$ cat src/rtl/serial_subtractor.sv
// Multi-cycle subtractor computing a-b or |a-b| DIGIT bits per clock via a + ~b + 1.
// Valid/ready handshake on both sides; reports borrow (a<b) and zero flags.
`timescale 1ns/1ps
module serial_subtractor #(
  parameter int WIDTH = 8,
  parameter int DIGIT = 1
) (
  input  logic             clk,
  input  logic             rst,
  input  logic             in_valid,
  output logic             in_ready,
  input  logic [WIDTH-1:0] in_a,
  input  logic [WIDTH-1:0] in_b,
  input  logic             in_mode,
  output logic             out_valid,
  input  logic             out_ready,
  output logic [WIDTH-1:0] out_diff,
  output logic             out_borrow,
  output logic             out_zero
);

  localparam int N  = WIDTH / DIGIT;
  localparam int CW = (N > 1) ? $clog2(N) : 1;

  generate
    if (WIDTH < 2 || DIGIT < 1 || DIGIT > WIDTH || (WIDTH % DIGIT) != 0) begin : g_bad_params
      $error("serial_subtractor: WIDTH must be >= 2 and a multiple of DIGIT");
    end
  endgenerate

  typedef enum logic [1:0] {IDLE, SUB, SWAP, DONE} state_t;

  state_t           state_reg, state_next;
  logic [WIDTH-1:0] a_reg, b_reg;
  logic [WIDTH-1:0] a_rot, b_rot, res_shift;
  logic [CW-1:0]    count_reg;
  logic             carry_reg, mode_reg, borrow_reg;
  logic [DIGIT-1:0] x, y, sum;
  logic             c_out;
  logic             swap, stepping, last_step, accept, finish;

  assign swap      = (state_reg == SWAP);
  assign stepping  = (state_reg == SUB) || (state_reg == SWAP);
  assign last_step = (count_reg == CW'(N - 1));
  assign accept    = (state_reg == IDLE) && in_valid;
  assign finish    = stepping && last_step && (state_next == DONE);
  assign in_ready  = (state_reg == IDLE) && !rst;

  // The SWAP pass reuses the same adder with the operand roles exchanged.
  assign x = swap ? b_reg[DIGIT-1:0] : a_reg[DIGIT-1:0];
  assign y = swap ? a_reg[DIGIT-1:0] : b_reg[DIGIT-1:0];
  assign {c_out, sum} = {1'b0, x} + {1'b0, ~y} + {{DIGIT{1'b0}}, carry_reg};

  generate
    if (DIGIT == WIDTH) begin : g_full
      assign a_rot     = a_reg;
      assign b_rot     = b_reg;
      assign res_shift = sum;
    end else begin : g_digit
      logic [WIDTH-1:0] res_reg;

      assign a_rot     = {a_reg[DIGIT-1:0], a_reg[WIDTH-1:DIGIT]};
      assign b_rot     = {b_reg[DIGIT-1:0], b_reg[WIDTH-1:DIGIT]};
      assign res_shift = {sum, res_reg[WIDTH-1:DIGIT]};

      always_ff @(posedge clk or posedge rst) begin
        if (rst) begin
          res_reg <= '0;
        end else if (stepping) begin
          res_reg <= res_shift;
        end
      end
    end
  endgenerate

  always_ff @(posedge clk or posedge rst) begin
    if (rst) begin
      state_reg <= IDLE;
    end else begin
      state_reg <= state_next;
    end
  end

  always_comb begin
    state_next = state_reg;
    case (state_reg)
      IDLE: if (in_valid) state_next = SUB;
      SUB:  if (last_step) state_next = (mode_reg && !c_out) ? SWAP : DONE;
      SWAP: if (last_step) state_next = DONE;
      DONE: if (out_ready) state_next = IDLE;
      default: state_next = IDLE;
    endcase
  end

  always_ff @(posedge clk or posedge rst) begin
    if (rst) begin
      a_reg      <= '0;
      b_reg      <= '0;
      mode_reg   <= 1'b0;
      count_reg  <= '0;
      carry_reg  <= 1'b1;
      borrow_reg <= 1'b0;
    end else if (accept) begin
      a_reg     <= in_a;
      b_reg     <= in_b;
      mode_reg  <= in_mode;
      count_reg <= '0;
      carry_reg <= 1'b1;
    end else if (stepping) begin
      // Rotation restores both operands after N steps, ready for a SWAP pass.
      a_reg <= a_rot;
      b_reg <= b_rot;
      if (last_step) begin
        count_reg <= '0;
        carry_reg <= 1'b1;
      end else begin
        count_reg <= count_reg + 1'b1;
        carry_reg <= c_out;
      end
      if (state_reg == SUB && last_step) begin
        borrow_reg <= ~c_out;
      end
    end
  end

  always_ff @(posedge clk or posedge rst) begin
    if (rst) begin
      out_valid  <= 1'b0;
      out_diff   <= '0;
      out_borrow <= 1'b0;
      out_zero   <= 1'b0;
    end else if (finish) begin
      out_valid  <= 1'b1;
      out_diff   <= res_shift;
      out_borrow <= swap ? borrow_reg : ~c_out;
      out_zero   <= (res_shift == '0);
    end else if (state_reg == DONE && out_ready) begin
      out_valid <= 1'b0;
    end
  end

endmodule

$ cat config.mk
export PLATFORM = sky130hd
export DESIGN_NAME = serial_subtractor
export DESIGN_NICKNAME = d
export VERILOG_FILES = /design/src/rtl/serial_subtractor.sv
export SDC_FILE = /design/constraint.sdc
export NUM_CORES = 1
export LEC_CHECK = 0
export BUFFER_PORTS_ARGS = -buffer_cell sky130_fd_sc_hd__clkbuf_2
export CAP_MARGIN = 30
export CELL_PAD_IN_SITES_DETAIL_PLACEMENT = 1
export CELL_PAD_IN_SITES_GLOBAL_PLACEMENT = 2
export CORE_MARGIN = 1
export CORE_UTILIZATION = 30
export DETAILED_ROUTE_END_ITERATION = 8
export PLACE_DENSITY_LB_ADDON = 0.1
export REMOVE_ABC_BUFFERS = 1
export SLEW_MARGIN = 5
export SYNTH_ARGS = -nofsm -noshare
export SYNTH_HDL_FRONTEND = slang
export SYNTH_SLANG_ARGS = --single-unit
$ cat constraint.sdc
create_clock -name clk -period 3.1 [get_ports clk]
set_input_delay 0.465 -clock clk [delete_from_list [all_inputs] [get_ports clk]]
set_output_delay 0.465 -clock clk [all_outputs]
set_load 0.005 [all_outputs]
# Word-level counts from Yosys, hierarchy flattened
# Cells that the tools add are included.
[totals]
wordCells = 59
register_bits = 43
[op_classes]
n_eq_ne = 5
addsub = 3
n_reduce_logical = 15
mux = 21
n_bitwise = 3
[op_table]
columns = ["op", "n"]
rows = [
  ["8-bit two-way mux", 4],
  ["1-bit two-way mux", 9],
  ["3-bit two-way mux", 3],
  ["8-bit zero test", 1],
  ["2-bit two-way mux", 4],
  ["2-bit case mux with 4 select lines", 1],
  ["1-bit logical AND", 7],
  ["2-bit equality test (second input constant)", 3],
  ["2-bit nonzero test", 2],
  ["3-bit by 1-bit adder with 3-bit output (second input constant)", 1],
  ["3-bit equality test (second input constant)", 1],
  ["1-bit inverter", 3],
  ["3-bit AND reduction", 1],
  ["1-bit by 1-bit adder with 2-bit output", 1],
  ["2-bit by 1-bit adder with 2-bit output", 1],
  ["2-bit by 1-bit equality test with 1-bit output (second input constant)", 1],
  ["1-bit zero test", 2],
  ["2-bit zero test", 1],
  ["1-bit logical OR", 1],
]

# Longest topological paths before layout
[logic_depth]
word_depth = 13
depth_mapped = 8

# Worst setup path after synthesis
# Ideal clock, no wire load.
[synth_timing]
path_kind = "reg2reg"
startpoint = "register state_reg[0]"
endpoint = "register out_borrow"
setup_time_ps = 125
path_buffers = 1
arrival_ps = 2368
path_stages_with_launch = 9
slack_ps = 607
path_cell_list = "dfrtp_1 -> inv_1 -> ha_1 -> mux2_2 -> fa_1 -> o211ai_1 -> a211oi_2 -> buf_6 -> mux2_4"
[synth_via]
elab_chain_len = 12
word_cells_on_any_way = 23
classes_between = "add/sub: 2; eq/ne: 4; mux: 9; bitwise: 2; reduce/logical: 6"
[synth_lines]
columns = ["item", "line_no", "text"]
rows = [
  ["start: declaration", "33", "state_t state_reg, state_next;"],
  ["start signal: assignment", "80", "state_reg <= state_next;"],
  ["2-bit equality test", "42, 43, 86", ""],
  ["1-bit two-way mux", "51", "assign y = swap ? a_reg[DIGIT-1:0] : b_reg[DIGIT-1:0];"],
  ["1-bit inverter", "52", "assign {c_out, sum} = {1'b0, x} + {1'b0, ~y} + {{DIGIT{1'b0}}, carry_reg};"],
  ["1-bit by 1-bit adder with 2-bit output", "52", ""],
  ["2-bit by 1-bit adder with 2-bit output", "52", ""],
  ["1-bit zero test", "88", "SUB: if (last_step) state_next = (mode_reg && !c_out) ? SWAP : DONE;"],
  ["1-bit logical AND", "88", ""],
  ["1-bit two-way mux", "88", ""],
  ["2-bit two-way mux", "88", ""],
  ["2-bit case mux with 4 select lines", "86", "case (state_reg)"],
  ["2-bit equality test", "46", "assign finish = stepping && last_step && (state_next == DONE);"],
  ["1-bit logical AND", "46", ""],
  ["end signal: assignment", "135", "out_borrow <= swap ? borrow_reg : ~c_out;"],
  ["end: declaration", "18", "output logic out_borrow,"],
]
# Parallel ways exist; a longest one is shown, timed or not.
# A chain may end at the register's enable or synchronous reset.

# Worst setup path after layout
[layout_timing]
startpoint = "register state_reg[0]"
endpoint = "register out_diff[0]"
[layout_via]
elab_chain_len = 12
word_cells_on_any_way = 21
classes_between = "add/sub: 2; eq/ne: 4; mux: 8; bitwise: 1; reduce/logical: 6"
[layout_lines]
columns = ["item", "line_no", "text"]
rows = [
  ["2-bit equality test", "42, 43, 86", ""],
  ["1-bit two-way mux", "51", ""],
  ["1-bit inverter", "52", ""],
  ["1-bit by 1-bit adder with 2-bit output", "52", ""],
  ["2-bit by 1-bit adder with 2-bit output", "52", ""],
  ["1-bit zero test", "88", ""],
  ["1-bit logical AND", "88", ""],
  ["1-bit two-way mux", "88", ""],
  ["2-bit two-way mux", "88", ""],
  ["2-bit case mux with 4 select lines", "86", ""],
  ["2-bit equality test", "46", ""],
  ["1-bit logical AND (*)", "46", ""],
  ["end signal: assignment", "134", "out_diff <= res_shift;"],
  ["end: declaration", "17", "output logic [WIDTH-1:0] out_diff,"],
]
# Mark *: on every way between the ends. The rest lies on a longest branch, timed or not.

==> flow_metrics.py <==
metrics = {
    "route": {
        "drt-pass1-iter-count": 4,
        "routed_via_density": 4.77,
        "wl_per_cell_um": 14.2,
        "num_vias": 1365,
        "ant_nets": 0,
        "wirelength_um": 4060,
        "drtIter0Drc": 45,
        "drc": 0,
    },
    "placed_design": {
        "port_buffers": 32,
        "dp_hpwl_um": 2980,
        "gp_congestion": 0.731,
        "dpl-instance-area_um2": 2290,
    },
    "global_routing": {
        "grt_max_degree": 37,
        "grt_pass1_wl_um": 7170,
        "gr-total-overflow": 0,
        "antenna_found_initial": 0,
        "grt_pass1_vias": 1472,
        "grt.total_usage_pct": 12.8,
    },
    "die": {
        "fp.dieW_um": 83.8,
        "die_area_um2": 7020,
        "die_y_um": 83.8,
        "start_util_pct": 31.4,
        "core_um2": 6390,
        "placementRows": 29,
        "ios": 33,
    },
    "clock_network": {
        "post_cts_buffers": 0,
        "cts_tree": "done",
        "cts.clk_slew.worst_paths_ns": 0.09,
        "insertion_delay_ns": 0.30,
        "clkSinkCount": 42,
        "cts_root_buffer": "clkbuf_8",
        "htree_levels": 2,
        "cts_resized": 0,
        "clk_path_buf_depth": 2,
        "hold_buffers": 0,
        "numCtsBuffers": 5,
    },
    "sta": {
        "finalSetupViolCount": 0,
        "slew_headroom_pct": 71.0,
        "rsz0062_at_grt": "no",
        "hold_viol_final": 0,
        "max_freq_mhz": 359,
        "worstMarginPinSlew_ns": 0.434,
        "clock_skew_ns": 0.00559,
        "slew_violations": 0,
        "min_period_ns": 2.79,
        "setup_tns_ns": 0,
        "finalCritPeriodShare_pct": 89.9,
    },
    "worst_setup_path": {
        "reg2reg_to": "out_diff[0]$_DFFE_PP0P_",
        "startpoint_type": "register",
        "r2r_start": "state_reg[0]$_DFF_PP0_",
        "crit_required_ns": 3.29,
        "path_max_fanout": 9,
        "r2r_cells": 8,
        "worstPathArrival_ns": 2.98,
        "rrSetupSlack_ns": 0.31,
        "worstSetupPathType": "register to register",
        "crit_path_end_kind": "register",
    },
    "power_and_ir_drop": {
        "p_per_area_nw_per_um2": 860,
        "fin_total_pwr_w": 0.00207,
        "ir_worst_vdd_uv": 287,
        "leakagePower_nw": 1.16,
    },
    "final_layout": {
        "fin_area_um2": 2400,
        "drive_gt1_share_pct": 32.5,
        "area_growth_pct": 19.8,
        "utilization_pct": 37.6,
        "nets": 238,
        "antenna_cells": 0,
    },
    "logic_synthesis": {
        "synth_async_sr_flop_share_pct": 100,
        "yosysTopAreaCell": "dfrtp_1",
        "synth.most_common_cell": "dfrtp_1",
        "ys_seq_area_share_pct": 52.5,
        "synth_cell_types": 28,
        "syn_inst": 171,
        "syn_area_um2": 2010,
        "ys.flop_type": "dfrtp_1",
        "synth_edf_count": 0,
        "yosysWarningCount": 0,
        "ys_seq_elements": 42,
        "synth_common_cells": "dfrtp_1 (41), nand2_1 (29), mux2i_1 (20)",
        "synth_top_area_share_pct": 51.2,
        "postSynthAreaPerCell_um2": 11.7,
        "yosys-top-cells-area": "dfrtp_1 (51%), mux2i_1 (10%), mux2_4 (6.0%), mux2_2 (5.6%), nand2_1 (5.4%)",
    },
    "outcome": {
        "outcome": "finished clean",
    },
    "flow_run": {
        "cap_violations": 0,
    },
    "hold_path": {
        "hold_class": "primary input to asynchronous set/reset pin",
    },
}
layout make-up:
| type | instances | area (um2) |
|---|---|---|
| clock buffers | 5 | 68.8 |
| clock inverters | 3 | 48.8 |
| fillers | 727 | 3980 |
| inverters | 5 | 18.8 |
| multi-input cells | 116 | 893 |
| flip-flops and latches | 42 | 1050 |
| well taps | 77 | 96.3 |
| repair buffers | 38 | 225 |
report_power, final:
| part | total (W) | switching, W | internal [W] |
|---|---|---|---|
| Combinational | 0.000727 | 0.000375 | 0.000352 |
| Sequential | 0.000886 | 0.000143 | 0.000743 |
| Clock | 0.000454 | 0.000208 | 0.000245 |
how the worst max path moves through the flow:
stage                           start                      end  slack [ns]  cells after the start
2_1_floorplan  state_reg[0]$_DFF_PP0_  out_diff[6]$_DFFE_PP0P_        0.14                      5
3_3_place_gp   state_reg[0]$_DFF_PP0_  out_diff[6]$_DFFE_PP0P_        0.24                      7
3_5_place_dp   state_reg[0]$_DFF_PP0_  out_diff[2]$_DFFE_PP0P_        0.33                      8
4_1_cts        state_reg[0]$_DFF_PP0_  out_diff[2]$_DFFE_PP0P_        0.32                      8
5_1_grt        state_reg[0]$_DFF_PP0_  out_diff[0]$_DFFE_PP0P_        0.22                      8
6_report       state_reg[0]$_DFF_PP0_  out_diff[0]$_DFFE_PP0P_        0.31                      8
layout by cell type, fill, tap and decap left out, drive strengths merged, types with 2 or more instances in the layout:
master	synthesis	layout
mux2i	20	20
nor2b	2	2
nor4	2	2
nand2	29	29
inv	5	6
nor2	5	5
o21ai	19	19
ha	8	8
buf	4	6
clkbuf	4	37
dfrtp	41	41
mux2	18	18
layer usage:
metal / wire length (um) / GRT usage, % / share of wire (%)
met2: 1940 / 20.3 / 48
met4: 34 / 4.16 / 0.84
met3: 162 / 3.66 / 4.0
met5: 0 / 0 / 0
met1: 1930 / 16.7 / 47
worst max-delay path, stage by stage (launching register included):
cell	delay, ns
dfrtp_1	0.46
inv_1	0.16
ha_1	0.28
mux2_2	0.38
fa_1	0.45
o211ai_1	0.29
a211oi_2	0.15
buf_4	0.22
mux2_4	0.30
logic make-up after synthesis:
group / synth area share [%]
AOI/OAI and AO/OA: 7.55
adders and majority gates: 5.99
buffers and inverters: 2.99
DFF: 52.5
muxes: 21.6
and+or+nand+nor: 9.42
per-stage QoR:
stage                     instances  setup WS, ns  hold slack [ns]
after floorplan                 163         0.144            0.445
after global placement          276         0.237            0.471
after detailed placement        278         0.327            0.409
after CTS                       286         0.319           0.0812
after global routing            286         0.224           0.0840
final                           286         0.314           0.0804
(Power assumes the default switching activity.)
